### config.mk
export PLATFORM = sky130hd
export DESIGN_NAME = alu_regfile_core
export DESIGN_NICKNAME = d
export VERILOG_FILES = /design/src/rtl/alu_regfile_pkg.sv /design/src/rtl/alu_regfile_core_mul.sv /design/src/rtl/alu_regfile_core.sv
export SDC_FILE = /design/constraint.sdc
export NUM_CORES = 1
export LEC_CHECK = 0
export BUFFER_PORTS_ARGS = -buffer_cell sky130_fd_sc_hd__buf_4
export CORE_MARGIN = 2
export CORE_UTILIZATION = 30
export DETAILED_ROUTE_END_ITERATION = 10
export HOLD_SLACK_MARGIN = 0.02
export PLACE_DENSITY = 0.48
export SETUP_SLACK_MARGIN = 0.15
export SYNTH_ARGS = -nofsm -noshare
export SYNTH_HDL_FRONTEND = slang
export SYNTH_SLANG_ARGS = --single-unit
### constraint.sdc
create_clock -name clk -period 7.4 [get_ports clk]
set_input_delay 1.11 -clock clk [delete_from_list [all_inputs] [get_ports clk]]
set_output_delay 1.11 -clock clk [all_outputs]
set_load 0.02 [all_outputs]
### src/rtl/alu_regfile_pkg.sv
// alu_regfile_pkg: opcode and FSM state types shared by the register-file ALU
package alu_regfile_pkg;

    localparam int OP_W = 3;

    typedef enum logic [OP_W-1:0] {
        OP_ADD,
        OP_SUB,
        OP_AND,
        OP_OR,
        OP_XOR,
        OP_SHL,
        OP_SHR,
        OP_MUL
    } op_e;

    typedef enum logic [1:0] {
        S_IDLE,
        S_READ,
        S_EXEC,
        S_WB
    } state_e;

endpackage

### src/rtl/alu_regfile_core_mul.sv
// alu_mul_serial: unsigned shift-add multiplier, one partial product per cycle, WIDTH cycles
module alu_mul_serial #(
    parameter int WIDTH = 8
) (
    input  logic               clk,
    input  logic               reset,
    input  logic               start,
    input  logic [WIDTH-1:0]   a,
    input  logic [WIDTH-1:0]   b,
    output logic               busy,
    output logic               done,
    output logic [2*WIDTH-1:0] product
);

    localparam int CW = $clog2(WIDTH + 1);

    logic [2*WIDTH-1:0] p;
    logic [WIDTH-1:0]   mcand;
    logic [CW-1:0]      cnt;
    logic [WIDTH:0]     sum;

    // next partial product; on the final step this is the full product, so done and product line up
    always_comb begin
        sum     = {1'b0, p[2*WIDTH-1:WIDTH]} + {1'b0, (p[0] ? mcand : {WIDTH{1'b0}})};
        product = {sum, p[WIDTH-1:1]};
        busy    = cnt != '0;
        done    = cnt == CW'(1);
    end

    // load multiplier into the low half, then shift right one step per cycle
    always_ff @(posedge clk or negedge reset) begin
        if (!reset) begin
            p     <= '0;
            mcand <= '0;
            cnt   <= '0;
        end else if (start) begin
            p     <= {{WIDTH{1'b0}}, b};
            mcand <= a;
            cnt   <= CW'(WIDTH);
        end else if (busy) begin
            p     <= product;
            cnt   <= cnt - CW'(1);
        end
    end

endmodule

### src/rtl/alu_regfile_core.sv
// alu_regfile_core: register file + multi-cycle ALU with start/done handshake; ALU_MUL_EN enables serial MUL
module alu_regfile_core
    import alu_regfile_pkg::*;
#(
    parameter int WIDTH = 8,
    parameter int NREGS = 4,
    localparam int SELW = $clog2(NREGS)
) (
    input  logic            clk,
    input  logic            reset,
    input  logic            start,
    input  logic [SELW-1:0] sel_ri,
    input  logic [SELW-1:0] sel_rj,
    input  logic [SELW-1:0] sel_rk,
    input  logic [OP_W-1:0] sel_op,
    output logic            busy,
    output logic            done,
    output logic [WIDTH-1:0] result,
    output logic            flag_z,
    output logic            flag_c,
    output logic            flag_v,
    output logic            err,
    input  logic [SELW-1:0] rd_sel,
    output logic [WIDTH-1:0] rd_data
);

    state_e           state, state_n;
    op_e              op_q;
    logic [SELW-1:0]  ri_q, rj_q, rk_q;
    logic [WIDTH-1:0] rf [NREGS];
    logic [WIDTH-1:0] a_q, b_q;
    logic [WIDTH-1:0] alu_res;
    logic [WIDTH:0]   sum, dif;
    logic             alu_c, alu_v, alu_err;
    logic             accept, exec_last;

`ifdef ALU_MUL_EN
    logic               mul_busy, mul_done;
    logic [2*WIDTH-1:0] mul_p;

    alu_mul_serial #(.WIDTH(WIDTH)) u_mul (
        .clk     (clk),
        .reset   (reset),
        .start   (state == S_READ && op_q == OP_MUL && !mul_busy),
        .a       (rf[ri_q]),
        .b       (rf[rj_q]),
        .busy    (mul_busy),
        .done    (mul_done),
        .product (mul_p)
    );

    assign exec_last = (op_q != OP_MUL) || mul_done;
`else
    assign exec_last = 1'b1;
`endif

    assign rd_data = rf[rd_sel];
    assign accept  = start && (state == S_IDLE || state == S_WB);

    // single-cycle ALU on the latched operands; MUL either takes the multiplier product or is illegal
    always_comb begin
        sum     = {1'b0, a_q} + {1'b0, b_q};
        dif     = {1'b0, a_q} - {1'b0, b_q};
        alu_res = '0;
        alu_c   = 1'b0;
        alu_v   = 1'b0;
        alu_err = 1'b0;
        case (op_q)
            OP_ADD: begin
                alu_res = sum[WIDTH-1:0];
                alu_c   = sum[WIDTH];
                alu_v   = (a_q[WIDTH-1] == b_q[WIDTH-1]) && (sum[WIDTH-1] != a_q[WIDTH-1]);
            end
            OP_SUB: begin
                alu_res = dif[WIDTH-1:0];
                alu_c   = dif[WIDTH];
                alu_v   = (a_q[WIDTH-1] != b_q[WIDTH-1]) && (dif[WIDTH-1] != a_q[WIDTH-1]);
            end
            OP_AND: alu_res = a_q & b_q;
            OP_OR:  alu_res = a_q | b_q;
            OP_XOR: alu_res = a_q ^ b_q;
            OP_SHL: begin
                alu_res = {a_q[WIDTH-2:0], 1'b0};
                alu_c   = a_q[WIDTH-1];
            end
            OP_SHR: begin
                alu_res = {1'b0, a_q[WIDTH-1:1]};
                alu_c   = a_q[0];
            end
            OP_MUL: begin
`ifdef ALU_MUL_EN
                alu_res = mul_p[WIDTH-1:0];
                alu_c   = |mul_p[2*WIDTH-1:WIDTH];
`else
                alu_err = 1'b1;
`endif
            end
        endcase
    end

    // next state and handshake outputs; WB doubles as an idle slot so commands can run back-to-back
    always_comb begin
        state_n = state;
        case (state)
            S_IDLE: state_n = start ? S_READ : S_IDLE;
            S_READ: state_n = S_EXEC;
            S_EXEC: state_n = exec_last ? S_WB : S_EXEC;
            S_WB:   state_n = start ? S_READ : S_IDLE;
        endcase
        busy = state == S_READ || state == S_EXEC;
        done = state == S_WB;
    end

    // state register, command capture on accept, operand latch before any writeback
    always_ff @(posedge clk or negedge reset) begin
        if (!reset) begin
            state <= S_IDLE;
            op_q  <= OP_ADD;
            ri_q  <= '0;
            rj_q  <= '0;
            rk_q  <= '0;
            a_q   <= '0;
            b_q   <= '0;
        end else begin
            state <= state_n;
            if (accept) begin
                op_q <= op_e'(sel_op);
                ri_q <= sel_ri;
                rj_q <= sel_rj;
                rk_q <= sel_rk;
            end
            if (state == S_READ) begin
                a_q <= rf[ri_q];
                b_q <= rf[rj_q];
            end
        end
    end

    // commit on the edge entering WB so result, flags and the register are valid while done is high
    always_ff @(posedge clk or negedge reset) begin
        if (!reset) begin
            for (int i = 0; i < NREGS; i++) rf[i] <= WIDTH'(i);
            result <= '0;
            flag_z <= 1'b0;
            flag_c <= 1'b0;
            flag_v <= 1'b0;
            err    <= 1'b0;
        end else if (state == S_EXEC && exec_last) begin
            err <= alu_err;
            if (!alu_err) begin
                rf[rk_q] <= alu_res;
                result   <= alu_res;
                flag_z   <= alu_res == '0;
                flag_c   <= alu_c;
                flag_v   <= alu_v;
            end
        end
    end

endmodule

# Word-level counts from Yosys, hierarchy flattened

Cells that the tools add are included.
W data, S select, Z words.

$add $sub $neg: 2
Order comparisons: 5
Equality and inequality tests: 14
Mux-type cells: 18
Bitwise gates (word level): 8
Reduce and logical (&&, ||, !) cells: 11

Operator list:

| kind                 | number |
|---|---|
| $mux W8              | 7 |
| $pmux W8 S7          | 1 |
| $bmux W8 S2          | 3 |
| $bwmux W32           | 1 |
| $demux W8 S2         | 1 |
| $eq A3 B3 Y1 const B | 4 |
| $ge A3 B3 Y1 const B | 4 |
| $not A2 Y3           | 4 |
| $add A8 B8 Y9        | 1 |
| $sub A8 B8 Y9        | 1 |
| $and A8 B8 Y8        | 1 |
| $logic_not A8 Y1     | 1 |
| $or A8 B8 Y8         | 1 |
| $xor A8 B8 Y8        | 1 |
| $eq A3 B2 Y1 const B | 2 |
| $pmux W2 S3          | 1 |
| $eq A2 B2 Y1 const B | 2 |
| $logic_and A1 B1 Y1  | 4 |
| $pmux W1 S4          | 1 |
| $eq A3 B1 Y1 const B | 1 |
| $logic_not A3 Y1     | 1 |
| $lt A3 B1 Y1 const B | 1 |
| $ne A1 B1 Y1         | 3 |
| $eq A2 B1 Y1 const B | 1 |
| other kinds (8)      | 10 |

Bits in registers: 71
Output and inout port bits: 22
Logic and storage cells: 74

# Longest topological paths before layout

Gate-level depths: netlist of run 1.

Word-level depth: 6
Gate-level depth with buffers: 10
Depth with buffers taken out: 10

# Worst setup path after synthesis of run 1

No wires, ideal clock.

Path type: input -> output
Start point: input port rd_sel[0]
End point: output port rd_data[0]
Arrival: 2.165 ns
Data required time: 6.290 ns
Slack: 4.125 ns
Stages on the path: 2
Buffers on the path: 1
Cells stage by stage: clkbuf_1 -> mux4_2

Cells in the longest elaborated chain, start to end: 4

Ends and longest elaborated chain:

| what                                       | RTL line               | source |
|---|---|---|
| from (decl)                                | alu_regfile_core.sv:23 | `input logic [SELW-1:0] rd_sel,` |
| $not A2 Y3 (implied by the code)           | alu_regfile_core.sv:57 | `assign rd_data = rf[rd_sel];` |
| $bmux W8 S2                                | alu_regfile_core.sv:57 |  |
| $mux W8 (implied by the code) (2 in a row) | alu_regfile_core.sv:57 |  |
| to (decl)                                  | alu_regfile_core.sv:24 | `output logic [WIDTH-1:0] rd_data` |

Every way passes these cells. The select of a mux whose other input is x is not followed.

# Worst setup path after layout of run 1

Start point: register op_q[1]
End point: register rf[6] (netlist name)

Cells in the longest elaborated chain, start to end: 4
Elaborated cells between the ends (all ways): 13

Ends and longest elaborated chain:

| what                                                               | RTL line                | source |
|---|---|---|
| from (decl)                                                        | alu_regfile_core.sv:28  | `op_e op_q;` |
| from (signal assigned)                                             | alu_regfile_core.sv:127 | `op_q <= op_e'(sel_op);` |
| parallel branches: the longest is 4 deep, another holds $bwmux W32 | --                      |  |
| to (signal, indexed assignment)                                    | alu_regfile_core.sv:151 | `rf[rk_q] <= alu_res;` |
| to (decl)                                                          | alu_regfile_core.sv:30  | `logic [WIDTH-1:0] rf [NREGS];` |

Parallel ways; which one is timed is not known.
A chain may end at the register's enable or synchronous reset.

==> results of run 1 <==
[flip-flops by register name, indices dropped and copies added (netlist names), 2 cells and up]
register / flops
rf: 32
a_q: 8
b_q: 8
result: 8
op_q: 3
ri_q: 2
rj_q: 2
rk_q: 2
state: 2
[cell type report]
cell class | instances | area [sq um] | share of cell area, %
repair buffers | 36 | 270.3 | 5.017
well taps | 188 | 235.2 | 4.367
clock buffers | 10 | 239.0 | 4.437
clock inverters | 6 | 115.1 | 2.137
multi-input cells | 314 | 2634 | 48.90
inverters | 29 | 111.4 | 2.067
flip-flops and latches | 71 | 1782 | 33.08
[logic make-up after synthesis]
logic type	count (synthesis)	share of synthesized area [%]
AO/OA/AOI/OAI	114	16.08
XOR/XNOR	3	0.5628
flip-flops	71	38.16
AND/OR/NAND/NOR	104	10.50
adder cells (fa/ha/maj)	30	8.360
buffers and inverters	57	5.547
multiplexers	63	20.79
[final timing paths]
check / start / to / cells after the start
max reg2reg: op_q[1]$_DFFE_PN0P_ / rf[6]$_DFFE_PN0P_ / 5
min reg2reg: result[3]$_DFFE_PN0P_ / result[3]$_DFFE_PN0P_ / 2
min: result[3]$_DFFE_PN0P_ / result[3]$_DFFE_PN0P_ / 2
min in group asynchronous: reset / flag_c$_DFFE_PN0P_ / 1
max: op_q[1]$_DFFE_PN0P_ / rf[6]$_DFFE_PN0P_ / 5
max in group asynchronous: reset / a_q[5]$_DFFE_PN0N_ / 1
[layer usage]
layer	wire, um	part of all wire (%)	vias to the layer above	global-route usage [%]
met1	6014	50	1692	22.49
met2	5574	46	54	24.15
met5	0	0	-	0
met4	137	1.1	0	4.795
met3	390	3.2	11	2.536
li1	-	-	1650	-
[power by group through the flow]
stage | logic [W] | clock network [W] | registers [W]
final | 0.00147 | 0.000509 | 0.000784
after global routing | 0.00163 | 0.000543 | 0.000818
after CTS | 0.00148 | 0.000524 | 0.000786
after detailed placement | 0.00147 | 0 | 0.000792
after global placement | 0.00146 | 0 | 0.000792
after floorplan | 0.00115 | 0 | 0.000699
[layout by cell type, fill, tap and decap left out, drive strengths merged, types with 3 or more instances in the layout]
cell | synthesis | layout
nor2 | 21 | 21
or2 | 3 | 3
mux4 | 24 | 24
dfrtp | 67 | 67
o31ai | 4 | 4
a21oi | 24 | 24
bufinv | 0 | 3
nor3 | 4 | 4
o211ai | 5 | 5
o21a | 4 | 4
nand2b | 6 | 6
nand2 | 47 | 47
nor4 | 4 | 4
buf | 14 | 36
mux2i | 7 | 7
o21ai | 45 | 45
mux2 | 32 | 32
dfstp | 4 | 4
nand3 | 4 | 4
a211oi | 7 | 7
inv | 28 | 29
clkbuf | 14 | 10
or3 | 3 | 3
o311ai | 3 | 3
ha | 28 | 28
nor2b | 6 | 6
[cell usage after synthesis, types with 3 or more instances]
library cell / count / area share [%]
dfrtp_1: 67 / 36
nand2_1: 47 / 3.8
o21ai_0: 41 / 4.4
mux2_2: 32 / 7.7
ha_1: 28 / 7.5
inv_1: 27 / 2.2
a21oi_1: 24 / 2.6
mux4_2: 24 / 12
nor2_1: 21 / 1.7
clkbuf_1: 14 / 1.1
mux2i_1: 7 / 1.5
a211oi_1: 6 / 0.96
buf_4: 6 / 0.96
nand2b_1: 6 / 0.80
nor2b_1: 6 / 0.80
o211ai_1: 5 / 0.80
buf_2: 4 / 0.43
dfstp_2: 4 / 2.3
nand3_1: 4 / 0.43
nor3_1: 4 / 0.43
nor4_1: 4 / 0.54
o21a_1: 4 / 0.64
o21ai_1: 4 / 0.43
o31ai_1: 3 / 0.48
or3_1: 3 / 0.40
[through the flow]
step / hold WS, ns / area, sq um
floorplan: 0.4771 / 4669
CTS: 0.4964 / 5386
detailed placement: 0.4829 / 5032
finish: 0.4922 / 5386
global route: 0.5228 / 5386
global placement: 0.4675 / 5032
[worst max-delay path, delay by kind of cell, from the launching register on]
family	cells	cell delay [ns]
buffers and inverters	2	0.81
DFF	1	0.71
AOI/OAI and AO/OA	1	0.71
and+or+nand+nor	1	0.52
muxes	1	0.40
==> out/results.txt, run 1 <==
Status: finished, final reports clean
Sum of net half-perimeters after detailed placement: 8907 um
Post-synth cell types: 62
Placeable Area: 0.01520 sq mm
Largest net degree at the start of global routing: 72
Final period util: 44.31%
CP Launch Type: flop
Cell Count, Final, Fillers Out: 654
Arrival time worst endpoint: 3.50 ns
Synth Register Bits: 71
Slowest Stage Delay on Critical Path: 0.71 ns
Via Count: 3407
Die ar.: 0.01658 sq mm
Worst hold-check path type: reg -> reg
Worst-path cell chain: clkinv_1 -> o31ai_4 -> inv_1 -> nand3_1 -> mux2_2
Final WS setup: 4.121 ns
Initial antenna violation count: 0
Row cnt: 45
Logic pwr share: 53.2%
Final Hold Viols: 0
Placer congestion estimate: 0.8710
Clock-pin slew on the worst setup and hold paths: 0.06 ns
Antenna Nets Post-Route: 0
DRC: 0
RSZ-0062 raised after global routing: false
Crit path max-delay cell type: dfrtp_1
CP Max Fanout: 17
Sequential share of power: 28.4%
CTS Buf Count: 9
P_int: 0.001557 W
Drt first-iter violations: 210
Initial Util: 30.72%
Switching power share of the total: 43.62%
Syn avg cell area: 10.56 sq um
IO buf count: 35
Max cap viols: 0
Post-synth ARST share: 100.0%
Area Overhead vs Synth: 15.35%
Place WS: 4.072 ns
Die height: 128.8 um
PostCTS Resize Cnt: 0
Drt pass-1 iters: 4
Post-synth EDFFs: 0
Worst Tran Pin Value: 0.9992 ns
CTS HTree Levels: 3
Hold Buf Count CTS: 0
Gr usage total: 15.61%
Placed Instances: 638
Root Buffer Master: clkbuf_16
Ys flop type: dfrtp_1
PnR Total Power: 0.002762 W
NumNets Final: 505
Top-level I/O count: 36
Fmax: 305.0 MHz
CTS tree: yes
Finished Core Util: 35.43%
Post-CTS Setup Bufs: 0
Period minus WS final: 3.279 ns
R2r setup slk: 4.12 ns
# diodes: 0
Leakage: 2.277 nW
Worst Path Required: 7.62 ns
Clock share of power: 18.4%
Headroom to the max-slew limit: 33.39%
Clock Skew: 0.01010 ns
Peak supply drop: 0.1830 mV
Pwr/cell area: 512.7 mW/mm^2
Net count after synthesis: 486
Mapped cell area: 0.004669 sq mm
Routed WL: 12120 um
Setup TNS: 0 ns
Setup-failing EPs final: 0
First-pass GRT wire length: 19690 um
Sw power: 0.001205 W
Max-slew violations: 0
Vias per Instance: 5.209
Vias in the first global route: 3444
Yosys warns: 0
Die Span X: 128.8 um
CTS max path bufs: 2
Fill count: 1527
Worst-Skew Late Latency: 0.34 ns
GR Overflow Total: 0
Mapped Cells: 442
# clock sinks: 71
Seq/Total Area, Yosys: 38.16%
Endpoint class of the critical path: flop
Drt wl/cell: 18.53 um
Share of layout cells above drive strength 1: 26.39%
Crit Path Class: reg -> reg
Power figures use the tool's default switching activity.
==> inputs of run 2 (changes only) <==
--- a/config.mk
+++ b/config.mk
@@ -5,12 +5,13 @@
 export SDC_FILE = /design/constraint.sdc
 export NUM_CORES = 1
 export LEC_CHECK = 0
+export ABC_AREA = 1
 export BUFFER_PORTS_ARGS = -buffer_cell sky130_fd_sc_hd__buf_4
 export CORE_MARGIN = 2
 export CORE_UTILIZATION = 30
 export DETAILED_ROUTE_END_ITERATION = 10
 export HOLD_SLACK_MARGIN = 0.02
-export PLACE_DENSITY = 0.48
+export PLACE_DENSITY = 0.49
 export SETUP_SLACK_MARGIN = 0.15
 export SYNTH_ARGS = -nofsm -noshare
 export SYNTH_HDL_FRONTEND = slang
==> constraint.sdc (replaced) <==
create_clock -name clk -period 2.83 [get_ports clk]
set_input_delay 0.4245 -clock clk [delete_from_list [all_inputs] [get_ports clk]]
set_output_delay 0.4245 -clock clk [all_outputs]
set_load 0.02 [all_outputs]
==> run 2 against run 1 <==
Effect of this change: core utilization rose by 0.066 points; maximum frequency up 35%; synthesized cell count grew 49%; die area up 1.6%; critical endpoint is now flag_z$_DFFE_PN0P_; combinational power rose to 3.0 times the previous value; sequential power grew to 2.7 times the previous value; register-to-register slack worse by 3.7 ns; clock power rose by 110%; total power rose to 2.7 times the previous value; area after synthesis is 1.6% higher.
==> out/results.txt, run 2 <==
Top-count cell post-synth: nand2_1
Top delay family on crit path: simple AND/OR/NAND/NOR gates
Leakage: 2.639 nW (+16%)
Die ar.: 0.01684 sq mm (+1.6%)
Fmax: 410.4 MHz (+35%)
CTS tree: yes
Row cnt: 45 (unchanged)
Period minus WS final: 2.437 ns (-0.8422 ns)
Top cells by count, synth: 152 x nand2_1, 76 x inv_1, 71 x a21oi_1
Headroom to the max-slew limit: 37.43% (+4.0 points)
Cell mode on critical path: nand3_1
CTS max path bufs: 2 (unchanged)
Antenna Nets Post-Route: 0 (unchanged)
Worst Tran Pin Value: 0.9385 ns (-0.06065 ns)
Placeable Area: 0.01531 sq mm (+0.74%)
Drt wl/cell: 15.91 um (-14%)
Setup-failing EPs final: 0 (unchanged)
Share of layout cells above drive strength 1: 10.93% (-15 points)
Max-slew violations: 0 (unchanged)
Slowest Stage Delay on Critical Path: 0.44 ns (-0.27 ns)
Status: finished, final reports clean
Post-synth EDFFs: 0 (unchanged)
Drt pass-1 iters: 5 (+1)
CTS Buf Count: 9 (unchanged)
Setup TNS: 0 ns (unchanged)
Sum of net half-perimeters after detailed placement: 10740 um (+21%)
Main combinational cell family by area after synthesis: simple AND/OR/NAND/NOR gates
Final period util: 86.10% (+42 points)
Largest net degree at the start of global routing: 72 (unchanged)
# clock sinks: 71 (unchanged)
Peak supply drop: 0.3747 mV (+100%)
Synth area leader: dfrtp_1
Flip-flop count of the largest register after layout: 32 (unchanged)
Top cells by area, synth: dfrtp_1 35%, nand2_1 12%, a21oi_1 7.5%
Compound-Gate Fraction of Synth Area: 19.54% (+3.5 points)
Hold Buf Count CTS: 0 (unchanged)
Syn avg cell area: 7.211 sq um (-32%)
Die Span X: 129.8 um (+0.78%)
Crit Path Class: reg -> reg
Clock Skew: 0.007713 ns (-0.002383 ns)
CTS HTree Levels: 3 (unchanged)
Gr usage total: 17.87% (+2.3 points)
Vias per Instance: 4.885 (-6.2%)
First-pass GRT wire length: 23040 um (+17%)
Ys flop type: dfrtp_1
Largest Register: rf
Cell Count, Final, Fillers Out: 897 (+37%)
PostCTS Resize Cnt: 0 (unchanged)
Post-synth ARST share: 100.0% (unchanged)
Via Count: 4382 (+29%)
Net count after synthesis: 702 (+44%)
Post-Synth Simple-Gate Area: 24.58% (+14 points)
Max cap viols: 0 (unchanged)
Initial antenna violation count: 0 (unchanged)
Post-synth top area share: 35.34% (-0.57 points)
Design Area, Final: 0.005436 sq mm (+0.93%)
Vias in the first global route: 4248 (+23%)
Drt first-iter violations: 328 (+56%)
# diodes: 0 (unchanged)
Routed WL: 14270 um (+18%)
Worst-Skew Late Latency: 0.34 ns (about the same)
Arrival time worst endpoint: 2.72 ns (-0.78 ns)
Mux cell area share after synthesis: 0% (-21 points)
Worst Setup SP: b_q[0]$_DFFE_PN0N_
Post-CTS Setup Bufs: 0 (unchanged)
DRC: 0 (unchanged)
NumNets Final: 725 (+44%)
Adder-Cell Fraction of Synth Area: 8.228% (-0.13 points)
RSZ-0062 raised after global routing: false
Post-synth cell types: 35 (-44%)
Mapped cell area: 0.004745 sq mm (+1.6%)
Placed Instances: 881 (+38%)
Worst hold-check path type: in -> async
Pwr/cell area: 1390 mW/mm^2 (+170%)
Seq/Total Area, Yosys: 37.55% (-0.60 points)
CP Max Fanout: 6 (-11)
Fill count: 1682 (+10%)
Yosys warns: 0 (unchanged)
Crit path max-delay cell type: dfrtp_1
Worst Path Required: 3.11 ns (-4.51 ns)
Commonest cells after routing, fill and taps aside: 152 x nand2_1, 76 x inv_1, 71 x a21oi_1, 68 x o21ai_0, 67 x dfrtp_1
Placer congestion estimate: 0.8520 (-2.2%)
CP Launch Type: flop
Worst R2R Start: b_q[0]$_DFFE_PN0N_
Die height: 129.8 um (+0.78%)
Top-level I/O count: 36 (unchanged)
Worst-path cell chain: ha_1 -> inv_1 -> fa_1 -> inv_1 -> a21oi_1 -> or2_1 -> nand3_1 -> nand3_1 -> nor2_1 -> nand3_1 -> nand2_1
Post-synthesis xor/xnor area fraction: 0.1846% (-0.38 points)
Critical path buffers and inverters: 2 (unchanged)
Final Hold Viols: 0 (unchanged)
PnR Total Power: 0.007557 W (+170%)
Synth Register Bits: 71 (unchanged)
Endpoint class of the critical path: flop
Initial Util: 30.98% (+0.26 points)
GR Overflow Total: 0 (unchanged)
Area Overhead vs Synth: 14.58%
IO buf count: 35 (unchanged)
Mapped Cells: 658 (+49%)
Instance area after placement: 0.005164 sq mm (+2.6%)
Most common cell after layout, fill and taps aside: nand2_1
Clock-pin slew on the worst setup and hold paths: 0.06 ns (about the same)
Root Buffer Master: clkbuf_16
## run 2: area by class of cell
| cell class | instances | area (sq um) | area share, % |
|---|---|---|---|
| inverters | 80 | 302.8 | 5.570 |
| clock inverters | 1 | 5.005 | 0.09206 |
| clock buffers | 15 | 267.8 | 4.925 |
| repair buffers | 43 | 322.8 | 5.938 |
| flip-flops and latches | 71 | 1782 | 32.77 |
| well taps | 211 | 264.0 | 4.856 |
| multi-input cells | 476 | 2492 | 45.85 |
## run 2: worst register-to-register path: cells and delay by family, from the launching register on
| kind | cells | cell delay [ns] |
|---|---|---|
| compound gates | 1 | 0.08 |
| flops | 1 | 0.44 |
| buf+inv | 2 | 0.18 |
| fa+ha+maj | 2 | 0.70 |
| simple gates | 6 | 0.98 |
## run 2: path summary, 6_finish.rpt
kind	endpoint	slack (ns)	cells past startpoint
min	rf[31]$_DFFE_PN0P_	0.24	1
min reg2reg	result[4]$_DFFE_PN0P_	0.49	2
min in group clk	op_q[2]$_DFFE_PN0P_	0.33	3
max reg2reg	flag_z$_DFFE_PN0P_	0.39	11
max	flag_z$_DFFE_PN0P_	0.39	11
max in group asynchronous	rk_q[0]$_DFFE_PN0P_	1.99	1
## run 2: stage by stage
stage	hold slack (ns)	worst slack [ns]	utilization, %
floorplan	0.1289	0.9465	-
global placement	0.4707	0.4113	33.72
detailed placement	0.4748	0.4034	33.72
CTS	0.2717	0.3969	35.50
global route	0.3261	0.2077	35.50
finish	0.2357	0.3934	35.50
## run 2: where the power goes
part           switching, W  internal, W  leakage [nW]
Sequential         0.000630      0.00151         0.865
Combinational       0.00289      0.00147          1.64
Clock              0.000421     0.000641         0.134
## run 2: routing by layer
layer	GRT usage, %	up-vias	routed length, um
li1	-	2214	-
met1	24.52	2053	6539
met2	29.10	99	6854
met3	2.706	16	658
met4	5.756	0	215
met5	0	-	0
## run 2: logic make-up after synthesis
family,count (synthesis)
simple gates,271
flops,71
xor+xnor,1
buf+inv,111
compound gates,174
fa+ha+maj,30
